**config.mk**
```make
export PLATFORM = sky130hd
export DESIGN_NAME = demux1to4_stream
export DESIGN_NICKNAME = d
export VERILOG_FILES = /design/src/rtl/demux1to4_stream.sv
export SDC_FILE = /design/constraint.sdc
export NUM_CORES = 1
export LEC_CHECK = 0
export ABC_AREA = 1
export ABC_CLOCK_PERIOD_IN_PS = 1250
export CAP_MARGIN = 5
export CORE_UTILIZATION = 39
export DETAILED_ROUTE_END_ITERATION = 7
export PLACE_DENSITY = 0.81
export SETUP_SLACK_MARGIN = 0.15
export SLEW_MARGIN = 20
export SYNTH_ARGS = -nofsm -noshare
export SYNTH_HDL_FRONTEND = slang
export SYNTH_SLANG_ARGS = --single-unit
```
**constraint.sdc**
```tcl
create_clock -name clk -period 1.25 [get_ports clk]
set_input_delay 0.1875 -clock clk [delete_from_list [all_inputs] [get_ports clk]]
set_output_delay 0.1875 -clock clk [all_outputs]
set_load 0.05 [all_outputs]
```
**src/rtl/demux1to4_stream.sv**
```systemverilog
// rtl/demux1to4_stream.sv - 1:4 valid/ready stream demux with registered lane slots
// Optional per-lane delivered-beat counters when DEMUX4_CNT_EN is defined.
module demux1to4_stream #(
    parameter int WIDTH = 8
) (
    input  logic               clk,
    input  logic               rst,
    input  logic [WIDTH-1:0]   in_data,
    input  logic [1:0]         in_sel,
    input  logic               in_valid,
    output logic               in_ready,
    output logic [4*WIDTH-1:0] out_data,
    output logic [3:0]         out_valid,
    input  logic [3:0]         out_ready
`ifdef DEMUX4_CNT_EN
    ,
    output logic [4*16-1:0]    beat_cnt
`endif
);

    logic [3:0]       full;
    logic [WIDTH-1:0] slot [4];
    logic [3:0]       drain;
    logic             accept;

    // A full lane can still take a beat if its consumer empties it this cycle.
    assign in_ready = ~full[in_sel] | out_ready[in_sel];
    assign accept   = in_valid & in_ready;
    assign drain    = full & out_ready;

    always_ff @(posedge clk) begin
        if (rst) begin
            full <= 4'b0000;
            for (int i = 0; i < 4; i++) begin
                slot[i] <= '0;
            end
        end else begin
            for (int i = 0; i < 4; i++) begin
                if (accept && (in_sel == 2'(i))) begin
                    slot[i] <= in_data;
                    full[i] <= 1'b1;
                end else if (drain[i]) begin
                    full[i] <= 1'b0;
                end
            end
        end
    end

    assign out_valid = full;

    for (genvar g = 0; g < 4; g++) begin : g_lane
        assign out_data[g*WIDTH +: WIDTH] = slot[g];
    end

`ifdef DEMUX4_CNT_EN
    logic [15:0] cnt [4];

    always_ff @(posedge clk) begin
        if (rst) begin
            for (int i = 0; i < 4; i++) begin
                cnt[i] <= 16'h0000;
            end
        end else begin
            for (int i = 0; i < 4; i++) begin
                if (drain[i]) begin
                    cnt[i] <= cnt[i] + 16'd1;
                end
            end
        end
    end

    for (genvar g = 0; g < 4; g++) begin : g_cnt
        assign beat_cnt[g*16 +: 16] = cnt[g];
    end
`endif

endmodule

```
# Word-level counts from Yosys, hierarchy flattened
# Memory sizes are Yosys's and may differ from the RTL's.
# Cells that the tools add are included.
[word_totals]
n_memories = 1
ramBits = 32
wordCells = 56
regBits = 4
inputBits = 17
out_inout_bits = 37
[memory_table]
columns = ["memory", "words", "width", "rd", "rd_clocked_by_memory_dff", "wr", "line_no", "source"]
rows = [
  ["slot", 4, 8, 4, 0, 4, "22", "logic [WIDTH-1:0] slot [4];"],
]
[op_classes]
order_cmp = 1
n_reduce_logical = 9
muxes = 30
n_bitwise = 8
n_eq_ne = 3
[op_table]
columns = ["cell", "count"]
rows = [
  ["$mux W8", 4],
  ["$mux W1", 24],
  ["$reduce_bool A2 Y1", 4],
  ["$or A1 B1 Y1", 5],
  ["$and A4 B4 Y4", 1],
  ["$bmux W1 S2", 2],
  ["$eq A2 B2 Y1 const B", 2],
  ["$logic_and A1 B1 Y1", 4],
  ["$lt A2 B3 Y1 const B", 1],
  ["$eq A2 B1 Y1 const B", 1],
  ["$logic_not A2 Y1", 1],
  ["$and A1 B1 Y1", 1],
  ["$not A1 Y1", 1],
]

# Longest topological paths before layout
[depth]
word_depth = 10
ltp_mapped = 9
ltp_nobuf = 8

# Worst setup path after synthesis
# OpenSTA, ideal clock, no wires.
[synth_path]
path_type = "register -> register"
from = "reg full[3] (netlist: out_valid[3])"
to = "mem slot[0][0], enable pin"
n_path_buf = 0
stages_incl_launch_ff = 8
arrival_ps = 1394
synth_period_minus_slack_ps = 1693
setup_ps = 299
slack_ps = -443
cell_sequence = "dfxtp_1 -> nand2_1 -> nand2_1 -> nand2_1 -> nand2_1 -> nand2_4 -> nand3_1 -> nand2_1"
[synth_rtl]
columns = ["item", "line_no", "source"]
rows = [
  ["start: declaration", "21", "logic [3:0] full;"],
  ["start signal: assignment", "33", "full <= 4'b0000;"],
  ["start signal: indexed assignment", "41", "full[i] <= 1'b1;"],
  ["start signal: indexed assignment", "43", "full[i] <= 1'b0;"],
  ["end: declaration", "22", ""],
]

==> metrics.md <==
| Metric | Value |
|---|---|
| Run status | finished, violations left |
| Violated checks | negative setup slack |
| Core utilization of the finished layout | 0.824 |
| Core Area | 3660 µm² |
| Register area share after synthesis | 0.697 |
| Post-Route WL | 4890 µm |
| Layout fillers | 174 |
| Final critical-path setup slack | -94.1 ps |
| Aggregate global-route resource usage | 0.242 |
| Count of H-tree levels built during CTS | 2 |
| Grt met1 use | 0.271 |
| Cell row count | 22 |
| Max Transition Viols Final | 0 |
| Remaining global-route overflow | 0 |
| Max-cap viol count | 0 |
| Endpoint kind of the worst setup timing path | flip-flop |
| Seq cells post-synth | 36 |
| Crit path required time | 1260 ps |
| Hold_buf cts | 0 |
| Worst Hold Path EP | out_valid[3] |
| Largest net degree at the start of global routing | 15 |
| Die area | 4080 µm² |
| Maximum buffer depth of the clock tree | 2 |
| Initial antenna violation count | 0 |
| Clock tree root driver cell | clkbuf_8 |
| Worst hold path type | input port to flip-flop |
| Syn_nets | 141 |
| Worst relative slew slack | 0.765 |
| Clock skew | 5.34 ps |
| Launching element type of the critical path | flip-flop |
| DR vias/cell | 5.16 |
| Setup tns final | -4180 ps |
| Area of the mapped netlist | 1490 µm² |
| Number of port buffers | 53 |
| Number of global-route vias before repair | 1,367 |
| Sinks on Clock Net | 36 |
| Clock-pin slew on the worst setup and hold paths | 70 ps |
| F_max | 744 MHz |
| Minimum setup slack among reg-to-reg paths | -90 ps |
| DPL Wire Length | 3000 µm |
| Final nets | 227 |
| Die extent in x | 63.9 µm |
| GPL Wtd Cong | 0.833 |
| WL per Instance | 18.9 µm |
| Count of cells along the worst register-to-register path | 8 |
| Signed area change from the synthesized netlist to the final layout | 102% |
| I/O pins | 54 |
| Worst-Skew Late Latency | 290 ps |
| Worst slew pin tran | 351 ps |
| Number of optimization iterations in the first detailed-route pass | 4 |
| Wire length of the first global-routing pass | 7050 µm |
| Mean instance size in the synthesized netlist | 12.0 µm² |
| Hold path startpoint | out_ready[3] |
| Final critical-path required period | 1340 ps |
| Kind of critical path | flip-flop to flip-flop |
| Ratio of cells with drive above 1 in the final layout | 0.555 |
| Overall die height | 63.9 µm |
| Crit Reg-Reg Startpoint | out_valid[2] |
| CP arrival | 1350 ps |
| R2r endpoint | slot[0][5] |
| Most heavily used metal layer in global routing | met2 |
| Met2 Track Usage GR | 0.411 |
| DRC | 0 |
| Count of mapped cells out of synthesis | 124 |
| Worst vdd ir | 0.000723 V |
| Post-route ant nets | 0 |
| Total vias in the final route | 1,337 |
| Pwr Density | 980 nW/µm² |
| Clock tree from TritonCTS | done |
| Number of antenna cells inserted | 0 |
| Fraction of met3 tracks used by global routing | 0.0625 |
| Share of the clock period used by the worst path after layout | 1.08 |
| Endpoints failing hold | 0 |
| Warnings, synthesis | 0 |
| TritonCTS buffer count | 5 |
| Effective utilization at floorplan | 0.408 |
| Largest fanout on the critical path | 8 |
| 1st-iter DRT viols | 66 |
| Number of distinct library cell variants in the gate-level netlist after synthesis | 14 |
| Setup violators final | 68 |
| Setup repair after global routing missed its margin | yes |
| Leakage power | 1.22 nW |
| Hold Crit Depth | 3 |
## cell usage after synthesis
cell / instances / area [µm²]
buf_2: 2 / 10.0
buf_6: 1 / 11.3
dfxtp_1: 4 / 80.1
edfxtp_1: 32 / 961
inv_1: 10 / 37.5
inv_2: 2 / 7.51
nand2_1: 21 / 78.8
nand2_4: 1 / 11.3
nand3_1: 7 / 35.0
nand3b_1: 4 / 30.0
nand4_4: 4 / 85.1
nor2_1: 34 / 128
nor2_2: 1 / 6.26
nor2_4: 1 / 11.3
## worst max-delay path by stage
stage	startpoint	to	slack, ps
2_1_floorplan	out_valid[2]	slot[0][0]	-90
3_3_place_gp	in_sel[0]	slot[0][1]	-570
3_5_place_dp	in_sel[0]	slot[0][7]	-700
4_1_cts	out_valid[1]	in_ready	-90
5_1_grt	out_valid[2]	slot[2][2]	-160
6_report	out_valid[2]	slot[0][5]	-90
## critical path: stages (launching register included)
cell     delay (ps)
dfxtp_4         350
nand2_2          70
nand2_2          60
nand2_2          80
nand2_4          70
nand2_8          90
buf_4           140
nand3_4          90
nand2_8         110
## timing repair
action / CTS / global route
resized for setup: 24 / 22
setup endpoints to repair: 73 / 78
gates cloned: 4 / 0
pin swaps: 6 / 8
setup buffers: 7 / 2
## stage by stage
stage / std cells / cell area (µm²) / hold slack, ps / setup slack, ps / total power, mW
final: 259 / 3020 / 305 / -94.1 / 2.96
after detailed placement: 238 / 2650 / 610 / -698 / 2.12
after floorplan: 124 / 1570 / 350 / -88.6 / 1.73
after global placement: 238 / 2650 / 595 / -569 / 2.10
after CTS: 257 / 2930 / 313 / -93.7 / 2.91
after global routing: 259 / 3020 / 324 / -156 / 3.04
## state kept, by name, indices dropped and copies added (netlist names)
name / flops
slot: 32
out_valid: 4
## layer usage
layer | up-vias | part of all wire | routed length [µm]
met2 | 76 | 0.54 | 2660
met5 | - | 0 | 0
li1 | 600 | - | -
met1 | 650 | 0.36 | 1740
met3 | 11 | 0.071 | 348
met4 | 0 | 0.029 | 140
## where the power goes
part / switching [mW] / internal, mW / leakage [nW]
sequential: 0.0466 / 1.36 / 0.380
clock: 0.395 / 0.377 / 0.0453
combinational: 0.429 / 0.345 / 0.797
## logic make-up after synthesis
group,after synthesis,share of synthesized area
flops,36,0.697
buf+inv,15,0.0444
simple gates,73,0.258
## area by class of cell
class	instances	area [µm²]	area share
Timing Repair Buffer	78	1110	0.369
Sequential cell	36	1060	0.350
Multi-Input combinational cell	77	662	0.219
Clock buffer	5	68.8	0.0228
Tap cell	48	60.1	0.0199
Inverter	12	45.0	0.0149
Clock inverter	3	13.8	0.00456
## cell usage in the layout (no fill, tap or decap), types with 4 or more instances in the layout
cell,Yosys,routed
inv_1,10,10
nand2_8,0,5
nor2_2,1,9
clkbuf_8,0,5
nand3_4,0,4
nand2_1,21,7
nand2_2,0,9
dlygate4sd2_1,0,4
clkdlybuf4s50_1,0,10
edfxtp_1,32,32
nand4_4,4,8
buf_12,0,39
nor2_1,34,25
nand3b_1,4,4
buf_4,0,21
dfxtp_4,0,4
No activity file was read; power rests on OpenSTA's default activity.
